[config.mk]
export PLATFORM = sky130hd
export DESIGN_NAME = serial_adder
export DESIGN_NICKNAME = d
export VERILOG_FILES = /design/src/rtl/serial_adder.sv
export SDC_FILE = /design/constraint.sdc
export NUM_CORES = 1
export LEC_CHECK = 0
export ABC_AREA = 1
export CORE_UTILIZATION = 56
export DETAILED_ROUTE_END_ITERATION = 6
export PLACE_DENSITY_LB_ADDON = 0.15
export SETUP_SLACK_MARGIN = 0.5
export SLEW_MARGIN = 15
export SYNTH_ARGS = -nofsm -noshare
export SYNTH_HDL_FRONTEND = slang
export SYNTH_SLANG_ARGS = --single-unit
[constraint.sdc]
create_clock -name clk -period 3 [get_ports clk]
set_input_delay 0.6 -clock clk [delete_from_list [all_inputs] [get_ports clk]]
set_output_delay 0.6 -clock clk [all_outputs]
set_load 0.02 [all_outputs]
[src/rtl/serial_adder.sv]
// Bit-serial WIDTH-bit adder driving a single one-bit full adder stage, LSB first.
// Optional signed-overflow output enabled by defining SERIAL_ADDER_OVERFLOW_EN.

module full_adder_stage (
  input  logic a,
  input  logic b,
  input  logic carry_in,
  output logic sum,
  output logic carry_out
);
  assign sum       = a ^ b ^ carry_in;
  assign carry_out = (a & b) | (a & carry_in) | (b & carry_in);
endmodule

module serial_adder #(
  parameter int WIDTH = 8
) (
  input  logic             clk,
  input  logic             reset,
  input  logic             start,
  input  logic [WIDTH-1:0] operandA,
  input  logic [WIDTH-1:0] operandB,
  input  logic             carryIn,
  output logic             busy,
  output logic             done,
  output logic [WIDTH-1:0] sum,
  output logic             carryOut
`ifdef SERIAL_ADDER_OVERFLOW_EN
  ,
  output logic             overflow
`endif
);
  localparam int CW = (WIDTH > 1) ? $clog2(WIDTH) : 1;

  typedef enum logic [1:0] {IDLE, ADD, DONE} state_t;

  state_t           state;
  logic [WIDTH-1:0] sh_a;
  logic [WIDTH-1:0] sh_b;
  logic [WIDTH-1:0] sh_s;
  logic             c_reg;
  logic [CW-1:0]    cnt;

  logic             bit_sum;
  logic             bit_carry;
  logic [WIDTH-1:0] next_s;

  full_adder_stage stage (
    .a         (sh_a[0]),
    .b         (sh_b[0]),
    .carry_in  (c_reg),
    .sum       (bit_sum),
    .carry_out (bit_carry)
  );

  // The new sum bit enters at the MSB so the LSB lands in bit 0 after WIDTH shifts.
  generate
    if (WIDTH == 1) begin : g_one
      assign next_s = bit_sum;
    end else begin : g_many
      assign next_s = {bit_sum, sh_s[WIDTH-1:1]};
    end
  endgenerate

  always_ff @(posedge clk) begin
    if (reset) begin
      state    <= IDLE;
      busy     <= 1'b0;
      done     <= 1'b0;
      sh_a     <= '0;
      sh_b     <= '0;
      sh_s     <= '0;
      c_reg    <= 1'b0;
      cnt      <= '0;
      sum      <= '0;
      carryOut <= 1'b0;
`ifdef SERIAL_ADDER_OVERFLOW_EN
      overflow <= 1'b0;
`endif
    end else begin
      case (state)
        IDLE, DONE: begin
          done <= 1'b0;
          if (start) begin
            sh_a  <= operandA;
            sh_b  <= operandB;
            c_reg <= carryIn;
            cnt   <= '0;
            state <= ADD;
            busy  <= 1'b1;
          end else begin
            state <= IDLE;
            busy  <= 1'b0;
          end
        end
        ADD: begin
          sh_a  <= sh_a >> 1;
          sh_b  <= sh_b >> 1;
          sh_s  <= next_s;
          c_reg <= bit_carry;
          cnt   <= cnt + 1'b1;
          if (cnt == CW'(WIDTH - 1)) begin
            state    <= DONE;
            busy     <= 1'b0;
            done     <= 1'b1;
            sum      <= next_s;
            carryOut <= bit_carry;
`ifdef SERIAL_ADDER_OVERFLOW_EN
            // c_reg here is the carry into the MSB.
            overflow <= c_reg ^ bit_carry;
`endif
          end
        end
        default: begin
          state <= IDLE;
          busy  <= 1'b0;
          done  <= 1'b0;
        end
      endcase
    end
  end
endmodule

# Word-level counts from Yosys, hierarchy flattened

Cells that the tools add are included.

Word-level logic and storage cells: 44
Register bits: 41
Input port bits: 20
Output and inout bits: 11

Bitwise gates (word level): 8
Reductions and logical operators: 6
Add/sub/neg operators: 1
Multiplexer cells: 14
Equal/unequal tests: 5

Operators by type and width:

| cell                                                | count |
|---|---|
| case mux 8 bit (2 select lines)                     | 2 |
| two-way mux 8 bit                                   | 2 |
| case mux 3 bit (2 select lines)                     | 1 |
| two-way mux 1 bit                                   | 4 |
| inequality test 2 bit, second input constant        | 2 |
| case mux 1 bit (2 select lines)                     | 2 |
| case mux 2 bit (2 select lines)                     | 1 |
| AND reduction 2 bit                                 | 2 |
| OR reduction 2 bit                                  | 2 |
| adder 3 x 1 -> 3 bit, second input constant         | 1 |
| bitwise AND 1 bit                                   | 3 |
| equality test 3 bit, second input constant          | 1 |
| two-way mux 3 bit                                   | 1 |
| equality test 2 x 1 -> 1 bit, second input constant | 1 |
| equality test 2 bit, second input constant          | 1 |
| logical NOT 2 bit                                   | 1 |
| two-way mux 2 bit                                   | 1 |
| bitwise OR 1 bit                                    | 2 |
| nonzero test 2 bit                                  | 1 |
| bitwise XOR 1 bit                                   | 2 |
| inverter 1 bit                                      | 1 |

# Longest topological paths before layout

Gate-level depths: netlist of run 1.

Depth after elaboration: 4
Gate-level depth with buffers: 7
Mapped depth without buffers: 7

# Cells and area by module

A second synthesis of run 1 with hierarchy kept.

Cell total of the unflattened synthesis: 258
Area, all modules: 1835.5 um^2

Modules (own cells, without submodules):

| module           | instances | cells each | area an instance (um^2) |
|---|---|---|---|
| serial_adder     | 1         | 257        | 1815.5 |
| full_adder_stage | 1         | 1          | 20.0 |

# Worst setup path before layout of run 1

OpenSTA, ideal clock, no wires.

Kind: flip-flop to flip-flop
From: register cnt[0]
To: register sum[6]
Arrival time: 1160 ps
Stages on the path, launching flop included: 7
Path slack: 1719 ps
Clock period less this slack: 1281 ps
Buffers on the path: 1
Library setup time: 121 ps
Cells stage by stage: dfxtp_1 ha_1 ha_1 clkbuf_1 nand2_2 nand3_1 o21ai_0

Longest elaborated chain between the ends: 2

Ends and longest elaborated chain:

| item                                 | line | source |
|---|---|---|
| start, declared                      | 42   | `logic [CW-1:0] cnt;` |
| start signal, assigned               | 101  | `cnt <= cnt + 1'b1;` |
| equality test 3 bit                  | 102  | `if (cnt == CW'(WIDTH - 1)) begin` |
| AND reduction 2 bit (no source line) | n/a  |  |
| end signal, assigned                 | 106  | `sum <= next_s;` |
| end, declared                        | 26   | `output logic [WIDTH-1:0] sum,` |

No other way between the ends.
A chain may end at the register's enable or synchronous reset.

# Worst setup path in the final report of run 1

From: register sum[4]
To: output sum[4]

No word-level cell between the ends.

==> Implementation_results.wiki, run 1 <==
{| class="wikitable"
! Metric !! Value
|-
| Count of standard-cell rows || 20
|-
| CTS resizes || 0
|-
| Io pins || 31
|-
| Vias/cell || between 4 and 5
|-
| RSZ-0062 raised after global routing || false
|-
| Vias in the first global route || 1400
|-
| Die area || approximately 0.0035 mm2
|-
| First-pass iteration count of the detailed router || 4
|-
| Number of antenna violations at the first check in global routing || 0
|-
| Endpoints failing hold || 0
|-
| Min cycle time layout || about 1.9 ns
|-
| Total of warnings raised by yosys || 0
|-
| GRT Resource Usage Total || roughly 23%
|-
| Maximum number of pins on one net before global-route repair || 36
|-
| Critical path required time || 2.40 ns
|-
| Count of antenna-violating nets left after detailed routing || 0
|-
| Crit-path max FO || 2
|-
| Final Skew || a little under 0.009 ns
|-
| Half-perimeter wire length after detailed placement || between 2 and 2.5 mm
|-
| P_leak || 0.991 nW
|-
| Gr ovfl total || 0
|-
| Worst Max-Slew Pin Slew || roughly 0.61 ns
|-
| Commonest cells after routing, fill and taps aside || 46 x sky130_fd_sc_hd__nand2_1, 41 x sky130_fd_sc_hd__nand3_1, 40 x sky130_fd_sc_hd__dfxtp_1
|-
| Post-synthesis instance area || roughly 0.0018 mm2
|-
| Maximum frequency from static timing analysis || between 500 and 600 MHz
|-
| DR vias || ~1600
|-
| Slack of the critical path || 1.09 ns
|-
| Setup Total Neg Slack || 0 ns
|-
| Critical path startpoint category || flip-flop
|-
| 1st-iter DRT viols || 76
|-
| Capturing element type of the critical path || output port
|-
| Final antenna diode count || 0
|-
| Wire length of the first global-routing pass || about 6 mm
|-
| TritonCTS clock tree || done
|-
| Post-synthesis net count || roughly 280
|-
| Class of the most critical hold timing path || reg -> reg
|-
| Share of the clock period used by the worst path after layout || between 60 and 70%
|-
| Run status || completed
|-
| Die boundary width || ~59 um
|-
| Routed length per placed instance || 10.6 um
|-
| Largest registers || sh_a: 8 flops, sh_b: 8 flops, sum: 8 flops
|-
| Layout cells sized above 1 || approximately 6%
|-
| Chain of cells forming the critical path || clkdlybuf4s50_1
|-
| Area of the placeable core || 0.00308 mm2
|-
| Slowest cell on the critical path || sky130_fd_sc_hd__clkdlybuf4s50_1
|-
| Detailed-route DRC error count || 0
|-
| Max-capacitance violation count || 0
|-
| Initial core utilization || between 50% and 60%
|-
| Max clock buf depth || 2
|-
| Worst slack at placement || around 0.94 ns
|-
| Register clock-pin slew on the reported worst setup and hold paths || 0.12 ns
|-
| Deepest level of the CTS H-tree || 2
|-
| PortBufs || 30
|-
| Critical path start-end classification || reg -> out
|-
| Areal power density over the cells || roughly 500 mW/mm2
|-
| Number of cells produced by synthesis || 256
|-
| Setup fix buffers added after clock tree synthesis || 0
|-
| Total power || about 1.1 mW
|-
| Cell family contributing the most delay on the critical path || buffers and inverters
|-
| Post-synthesis register bit count || 40
|-
| Average size of a mapped cell || about 7.1 um2
|-
| Number of buffers added by the clock tree synthesis step || 5
|-
| Vert. Die Dim || a little under 60 um
|-
| Clock sink total || 40
|-
| Number of nets at the end of the flow || a little over 300
|-
| Setup violators final || 0
|-
| Hold-fix buffers at CTS || 0
|-
| Final-report max-slew violation count || 0
|-
| Routability-driven placement congestion ratio || 0.776
|-
| Maximum ir drop on the vdd rail || roughly 0.00048 V
|-
| Relative slew slack || 59.3%
|-
| Signed area change from the synthesized netlist to the final layout || 19.0%
|-
| Arrival time at the worst endpoint || 1.31 ns
|-
| Register area share after synthesis || 43.8%
|-
| Root buf cell || sky130_fd_sc_hd__clkbuf_4
|-
| Number of distinct library cell variants in the gate-level netlist after synthesis || 19
|-
| Clock Latency Late Sink || ~0.35 ns
|-
| Slowest Stage Delay on Critical Path || about 0.61 ns
|-
| Buffer and inverter count on the worst path || 1
|-
| Routed Wire Length || about 3.5 mm
|-
| Most frequent standard cell in the layout excluding fill and tap cells || sky130_fd_sc_hd__nand2_1
|}
[cells in the mapped netlist (all sizes together)]
library cell | n | area share (%)
clkbuf | 3 | 0.62
a21oi | 12 | 3.3
nand2 | 49 | 10
dfxtp | 40 | 44
nand3 | 41 | 11
fa | 1 | 1.1
nand3b | 3 | 1.2
o21ai | 11 | 3.0
buf | 13 | 5.6
nor3 | 16 | 4.4
ha | 2 | 1.4
inv | 36 | 7.4
o21a | 1 | 0.41
nor2 | 28 | 6.2
[through the flow]
step	area (um2)	cells	utilization [%]	hold WS, ns
3_5_place_dp	2100	318	68.3	0.454
2_1_floorplan	1830	256	-	0.428
4_1_cts	2180	326	70.7	0.472
6_report	2180	326	70.7	0.470
3_3_place_gp	2100	318	68.3	0.448
5_1_grt	2180	326	70.7	0.495
[logic make-up after synthesis]
kind of cell             share of synthesized area [%]
flip-flops                                        43.8
AO/OA/AOI/OAI                                     6.70
adder cells (fa/ha/maj)                           2.46
buffers and inverters                             13.6
AND/OR/NAND/NOR                                   33.4
[final timing paths]
kind              startpoint  endpoint  slack, ns  cells after the start
setup reg to reg    state[0]    sum[1]       1.38                      8
hold reg to reg       sum[2]    sum[2]       0.47                      2
setup / recovery      sum[4]    sum[4]       1.09                      1
hold / removal        sum[2]    sum[2]       0.47                      2
[power breakdown]
group	switching (mW)	total [mW]	internal [mW]	leakage [nW]
clock	0.175	0.350	0.175	0.0422
combinational	0.106	0.185	0.0788	0.620
sequential	0.0154	0.583	0.567	0.328
[layout make-up]
class	instances	area [um2]
inverter	36	135
timing repair buffer	34	330
multi-input combinational	164	779
clock buffer	6	41.3
fill	282	901
tap	44	55.1
sequential	40	801
clock inverter	2	35.0
[layer usage]
layer	vias to the layer above	track usage [%]	wire (um)	part of all wire, %
li1	856	-	-	-
met1	699	30.0	1760	51
met2	44	35.2	1500	43
met3	6	6.55	169	4.9
met4	0	7.48	39	1.1
met5	-	0	0	0
Power figures use the tool's default switching activity.
==> run 2, diff against run 1 <==
Settings changed: CORE_UTILIZATION 56 to 52.
Clock period 3 ns to 1.81 ns, I/O delays scaled along.
==> run 2 against run 1 <==
  * Combinational power grew 82%
  * Global-route usage shrank 0.15 points
  * Sequential power grew 67%
  * Sequential share of layout area shrank 0.46 points
  * Non-clock buffer count grew 8
  * Critical path type unchanged
  * Critical endpoint is now busy
  * Largest power group unchanged
==> Implementation_results.wiki, run 2 (synthesized netlist as in run 1, its figures left out) <==
{| class="wikitable"
! Metric !! Value
|-
| Area of the placeable core || 0.00336 mm2 (was 0.00308 mm2)
|-
| Cell family contributing the most delay on the critical path || flip-flops (was buffers and inverters)
|-
| Worst reg2reg setup slack || 0.59 ns (was 1.38 ns)
|-
| Clock sink total || 40 (unchanged)
|-
| Signed area change from the synthesized netlist to the final layout || 21.3% (was 19.0%)
|-
| Slowest cell on the critical path || sky130_fd_sc_hd__dfxtp_1 (was sky130_fd_sc_hd__clkdlybuf4s50_1)
|-
| Half-perimeter wire length after detailed placement || 2.46 mm (was 2.21 mm)
|-
| Class of the most critical hold timing path || reg -> reg (unchanged)
|-
| Slack of the critical path || 0.579 ns (was 1.09 ns)
|-
| Critical path required time || 1.45 ns (was 2.40 ns)
|-
| Number of nets at the end of the flow || 312 (was 304)
|-
| Critical path startpoint category || flip-flop (unchanged)
|-
| Largest registers || sh_a: 8 flops, sh_b: 8 flops, sum: 8 flops (unchanged)
|-
| 1st-iter DRT viols || 119 (was 76)
|-
| Die boundary width || 61.3 um (was 59.2 um)
|-
| Number of antenna violations at the first check in global routing || 0 (unchanged)
|-
| Die area || 0.00376 mm2 (was 0.00350 mm2)
|-
| Maximum frequency from static timing analysis || slightly above 800 MHz
|-
| TritonCTS clock tree || done (unchanged)
|-
| Area used by sequential logic in the layout || 806 um2 (was 801 um2)
|-
| CP Launch Point || busy (was sum[4])
|-
| Routability-driven placement congestion ratio || 0.755 (was 0.776)
|-
| Finished layout cell area || 0.00222 mm2 (was 0.00218 mm2)
|-
| Max-capacitance violation count || 0 (unchanged)
|-
| Setup violators final || 0 (unchanged)
|-
| Final antenna diode count || 0 (unchanged)
|-
| Initial core utilization || 54.4% (was 59.4%)
|-
| Buffer and inverter count on the worst path || 1 (unchanged)
|-
| Number of buffers added by the clock tree synthesis step || 5 (unchanged)
|-
| Min cycle time layout || 1.23 ns
|-
| Critical path start-end classification || reg -> out (unchanged)
|-
| First-pass iteration count of the detailed router || 4 (unchanged)
|-
| Clock Latency Late Sink || 0.35 ns (about the same)
|-
| Maximum ir drop on the vdd rail || 0.000508 V (was 0.000484 V)
|-
| Gr ovfl total || 0 (unchanged)
|-
| Routed Wire Length || 3.74 mm (was 3.47 mm)
|-
| Fill count || 318 (was 282)
|-
| Chain of cells forming the critical path || buf_2 (was clkdlybuf4s50_1)
|-
| Wire length of the first global-routing pass || 6.11 mm (was 5.99 mm)
|-
| Vias/cell || 4.90 (was 4.92)
|-
| Final Skew || 0.00288 ns (was 0.00893 ns)
|-
| Detailed-route DRC error count || 0 (unchanged)
|-
| Maximum number of pins on one net before global-route repair || 28 (was 36)
|-
| Worst hold path startpoint || sum[0] (was sum[2])
|-
| Run status || completed (unchanged)
|-
| GRT Resource Usage Total || 22.4% (was 22.6%)
|-
| Commonest cells after routing, fill and taps aside || 46 x sky130_fd_sc_hd__nand2_1, 41 x sky130_fd_sc_hd__nand3_1, 38 x sky130_fd_sc_hd__dfxtp_1 (was 46 x sky130_fd_sc_hd__nand2_1, 41 x sky130_fd_sc_hd__nand3_1, 40 x sky130_fd_sc_hd__dfxtp_1)
|-
| Multi-input gate area || 810 um2 (was 779 um2)
|-
| Dpl cell area || 0.00216 mm2 (was 0.00210 mm2)
|-
| Max clock buf depth || 2 (unchanged)
|-
| Core Util, Final || 66.0% (was 70.7%)
|-
| Share of the clock period used by the worst path after layout || between 60% and 70%
|-
| Routed length per placed instance || 11.2 um (was 10.6 um)
|-
| Slowest Stage Delay on Critical Path || 0.35 ns (was 0.61 ns)
|-
| Capturing element type of the critical path || output port (unchanged)
|-
| Worst slack at placement || 0.242 ns (was 0.937 ns)
|-
| Root buf cell || sky130_fd_sc_hd__clkbuf_4 (unchanged)
|-
| Most frequent standard cell in the layout excluding fill and tap cells || sky130_fd_sc_hd__nand2_1 (unchanged)
|-
| Vias in the first global route || 1435 (was 1400)
|-
| Total power || 1.74 mW (was 1.12 mW)
|-
| Register clock-pin slew on the reported worst setup and hold paths || 0.11 ns (was 0.12 ns)
|-
| Io pins || 31 (unchanged)
|-
| Reg-to-reg critical path startpoint || c_reg (was state[0])
|-
| RSZ-0062 raised after global routing || false (unchanged)
|-
| Crit-path max FO || 2 (unchanged)
|-
| PortBufs || 30 (unchanged)
|-
| Worst Max-Slew Pin Slew || 0.287 ns (was 0.608 ns)
|-
| DR vias || 1641 (was 1605)
|-
| Areal power density over the cells || 786 mW/mm2 (was 513 mW/mm2)
|-
| Count of antenna-violating nets left after detailed routing || 0 (unchanged)
|-
| Deepest level of the CTS H-tree || 2 (unchanged)
|-
| Setup Total Neg Slack || 0 ns (unchanged)
|-
| Final-report max-slew violation count || 0 (unchanged)
|-
| P_leak || 1.06 nW (was 0.991 nW)
|-
| Arrival time at the worst endpoint || 0.87 ns (was 1.31 ns)
|-
| Endpoints failing hold || 0 (unchanged)
|-
| Vert. Die Dim || 61.3 um (was 59.2 um)
|-
| Count of standard-cell rows || 21 (was 20)
|-
| Layout cells sized above 1 || 13.8% (was 6.03%)
|-
| Relative slew slack || 80.9% (was 59.3%)
|}
-- run 2: per-stage QoR --
stage	hold WS [ns]	instances
3_5_place_dp	0.453	324
6_report	0.468	335
5_1_grt	0.506	335
4_1_cts	0.475	331
2_1_floorplan	0.428	256
3_3_place_gp	0.448	324
-- run 2: power by group --
group,internal (mW),switching (mW)
clock network,0.142,0.293
logic,0.156,0.181
registers,0.941,0.0310
total,1.24,0.505
-- run 2: cell type report --
cell class / count / area share [%]
clock buffers: 5 / 1.69
clock inverters: 2 / 0.564
inverters: 36 / 6.09
multi-input cells: 164 / 36.5
flip-flops and latches: 40 / 36.3
well taps: 46 / 2.59
repair buffers: 42 / 16.2
-- run 2: path summary, 6_finish.rpt --
path,endpoint,cells past startpoint
max,busy,1
min,sum[0],2
max reg2reg,sum[7],3
min reg2reg,sum[0],2
-- run 2: timing repair --
action                     in CTS  in global routing
pin swaps                       0                  1
buffers inserted                0                  4
resized for setup              46                  7
hold buffers                    0                  0
setup endpoints to repair      42                 29
-- run 2: layer usage --
layer | share of wire (%) | track usage [%] | vias to the layer above
met5 | 0 | 0 | -
met4 | 1.4 | 7.79 | 0
met3 | 3.7 | 7.56 | 6
met2 | 48 | 38.8 | 23
met1 | 47 | 25.8 | 738
li1 | - | - | 874
==> run 3, diff against run 2 <==
Clock period 1.81 ns to 1.29 ns, I/O delays scaled along.
==> run 3 against run 2 <==
  * The run now ends with DRC, setup timing left
  * Sequential share of layout area is 9.8 points lower
  * Critical endpoint is now sum[7]
  * Flip-flop and latch count unchanged
  * Via count rose by 35%
  * Critical path type is now reg -> reg
==> Implementation_results.wiki, run 3 (synthesized netlist as in run 1, its figures left out) <==
{| class="wikitable"
! Metric !! Value
|-
| Run status || complete, but fails checks (was completed)
|-
| Failing checks || DRC, setup timing
|-
| Die area || 0.00376 mm2 (unchanged)
|-
| Maximum frequency from static timing analysis || 774 MHz
|-
| Critical path required time || 1.63 ns (was 1.45 ns)
|-
| P_leak || 1.34 nW (was 1.06 nW)
|-
| First-pass iteration count of the detailed router || 7 (was 4)
|-
| Final antenna diode count || 0 (unchanged)
|-
| Max clock buf depth || 2 (unchanged)
|-
| Cell depth of the worst min-delay path || 3 (was 2)
|-
| Crit-path max FO || 2 (unchanged)
|-
| Capturing element type of the critical path || flip-flop (was output port)
|-
| Gr ovfl total || 0 (unchanged)
|-
| Signed area change from the synthesized netlist to the final layout || 71.1% (was 21.3%)
|-
| Chain of cells forming the critical path || fa_2 > nand3_2 > a21oi_2 (was buf_2)
|-
| Vias/cell || 6.10 (was 4.90)
|-
| Share of the clock period used by the worst path after layout || 100%
|-
| Reg-to-reg critical path startpoint || sh_b[0] (was c_reg)
|-
| TritonCTS clock tree || done (unchanged)
|-
| Slowest cell on the critical path || sky130_fd_sc_hd__fa_2 (was sky130_fd_sc_hd__dfxtp_1)
|-
| Routed length per placed instance || 21.9 um (was 11.2 um)
|-
| Root buf cell || sky130_fd_sc_hd__clkbuf_4 (unchanged)
|-
| Area of the placeable core || 0.00336 mm2 (unchanged)
|-
| Layout cells sized above 1 || 43.4% (was 13.8%)
|-
| Worst Hold Endpoint || sh_a[7] (was sum[0])
|-
| Largest registers || sh_a: 8 flops, sh_b: 8 flops, sum: 8 flops (unchanged)
|-
| Vias in the first global route || 1993 (was 1435)
|-
| Slack of the critical path || -0.00269 ns (was 0.579 ns)
|-
| Number of nets at the end of the flow || 338 (was 312)
|-
| Dpl cell area || 0.00235 mm2 (was 0.00216 mm2)
|-
| Clock Latency Late Sink || 0.39 ns (was 0.35 ns)
|-
| Die boundary width || 61.3 um (unchanged)
|-
| Worst hold path startpoint || operandA[7] (was sum[0])
|-
| Worst slack at placement || -0.0904 ns (was 0.242 ns)
|-
| Vert. Die Dim || 61.3 um (unchanged)
|-
| Initial core utilization || 54.4% (unchanged)
|-
| GRT met2 Usage || 62.3% (was 38.8%)
|-
| Deepest level of the CTS H-tree || 2 (unchanged)
|-
| Hold-fix buffers at CTS || 0 (unchanged)
|-
| Critical path start-end classification || reg -> reg (was reg -> out)
|-
| Wire length of the first global-routing pass || 9.47 mm (was 6.11 mm)
|-
| Total power || 3.20 mW (was 1.74 mW)
|-
| Routed Wire Length || 7.92 mm (was 3.74 mm)
|-
| Areal power density over the cells || 1020 mW/mm2 (was 786 mW/mm2)
|-
| Min cycle time layout || roughly 1.3 ns
|-
| Number of antenna violations at the first check in global routing || 0 (unchanged)
|-
| 1st-iter DRT viols || 321 (was 119)
|-
| Max-capacitance violation count || 0 (unchanged)
|-
| Path depth of the worst reg2reg path || 3 (unchanged)
|-
| Endpoints failing hold || 0 (unchanged)
|-
| Most Used Layer, Global Route || met2 (unchanged)
|-
| Final Skew || 0.00568 ns (was 0.00288 ns)
|-
| Clock sink total || 40 (unchanged)
|-
| Count of antenna-violating nets left after detailed routing || 0 (unchanged)
|-
| Buffer and inverter count on the worst path || 0 (was 1)
|-
| Routability-driven placement congestion ratio || 0.746 (was 0.755)
|-
| Slowest Stage Delay on Critical Path || 0.64 ns (was 0.35 ns)
|-
| Finished layout cell area || 0.00313 mm2 (was 0.00222 mm2)
|-
| Maximum ir drop on the vdd rail || 0.000923 V (was 0.000508 V)
|-
| Most frequent standard cell in the layout excluding fill and tap cells || sky130_fd_sc_hd__nand2_1 (unchanged)
|-
| RSZ-0062 raised after global routing || true (was false)
|-
| Number of buffers added by the clock tree synthesis step || 5 (unchanged)
|-
| Global routing usage on met1 || 37.8% (was 25.8%)
|-
| Final-report max-slew violation count || 0 (unchanged)
|-
| Area used by sequential logic in the layout || 831 um2 (was 806 um2)
|-
| GR Util met3 || 10.9% (was 7.56%)
|-
| Commonest cells after routing, fill and taps aside || 41 x sky130_fd_sc_hd__nand2_1, 30 x sky130_fd_sc_hd__inv_1, 27 x sky130_fd_sc_hd__nand3_1 (was 46 x sky130_fd_sc_hd__nand2_1, 41 x sky130_fd_sc_hd__nand3_1, 38 x sky130_fd_sc_hd__dfxtp_1)
|-
| Multi-input gate area || 0.00120 mm2 (was 810 um2)
|-
| Detailed-route DRC error count || 1 (was 0)
|-
| Maximum number of pins on one net before global-route repair || 25 (was 28)
|-
| Count of standard-cell rows || 21 (unchanged)
|-
| Arrival time at the worst endpoint || 1.63 ns (was 0.87 ns)
|-
| PortBufs || 30 (unchanged)
|-
| Setup Total Neg Slack || -0.00269 ns (was 0 ns)
|-
| Setup violators final || 1 (was 0)
|-
| Worst reg2reg setup slack || -0.003 ns (was 0.59 ns)
|-
| Class of the most critical hold timing path || in -> reg (was reg -> reg)
|-
| Critical path startpoint category || flip-flop (unchanged)
|-
| DR vias || 2209 (was 1641)
|-
| Half-perimeter wire length after detailed placement || 2.58 mm (was 2.46 mm)
|-
| Register clock-pin slew on the reported worst setup and hold paths || 0.13 ns (was 0.11 ns)
|-
| Relative slew slack || 73.5% (was 80.9%)
|-
| GRT Resource Usage Total || 36.5% (was 22.4%)
|-
| Worst Max-Slew Pin Slew || 0.398 ns (was 0.287 ns)
|-
| Io pins || 31 (unchanged)
|-
| End of the worst register-to-register path || sum[7] (unchanged)
|-
| Fill count || 112 (was 318)
|-
| Cell family contributing the most delay on the critical path || adder cells (was flip-flops)
|}
==> run 3: area by class of cell <==
type | instances | area share (%)
Tap cell | 46 | 1.84
Inverter | 36 | 4.72
Timing Repair Buffer | 63 | 26.1
Clock buffer | 6 | 1.32
Clock inverter | 2 | 1.12
Sequential cell | 40 | 26.5
Multi-Input combinational cell | 169 | 38.3
==> run 3: per-stage QoR <==
step | instances | util, % | hold slack [ns]
floorplan | 256 | - | 0.375
global placement | 329 | 69.9 | 0.451
detailed placement | 329 | 69.9 | 0.453
CTS | 358 | 88.7 | 0.451
global route | 362 | 93.0 | 0.424
finish | 362 | 93.0 | 0.442
==> run 3: repair_timing <==
action	CTS	global route
setup endpoints to repair	51	51
endpoints found under the hold margin	0	0
setup buffers	10	4
cloned	11	0
resized for setup	140	31
pin swaps	27	25
==> run 3: worst max-delay path by stage <==
stage | start | end | slack, ns | cells after the start
2_1_floorplan | sh_a[0] | sum[7] | 0.20 | 3
3_3_place_gp | start | sh_a[0] | -0.06 | 5
3_5_place_dp | start | sh_b[6] | -0.09 | 5
4_1_cts | c_reg | sum[7] | 0.10 | 3
5_1_grt | state[0] | sh_b[0] | -0.03 | 7
6_report | sh_b[0] | sum[7] | -0.003 | 3
==> run 3: worst min-delay path, cell delays in order <==
cell and delay [ns]:
sky130_fd_sc_hd__clkdlybuf4s50_1 0.40, sky130_fd_sc_hd__nand2_1 0.07, sky130_fd_sc_hd__a21oi_1 0.07
==> run 3: power breakdown <==
group	leakage, nW	switching [mW]	internal [mW]
Sequential	0.337	0.0644	1.32
Clock	0.0422	0.474	0.406
Combinational	0.958	0.502	0.436
==> run 3: layer usage <==
layer	wire, um	up-vias
li1	-	940
met1	2850	1056
met2	3900	159
met3	664	54
met4	508	0
met5	0	-
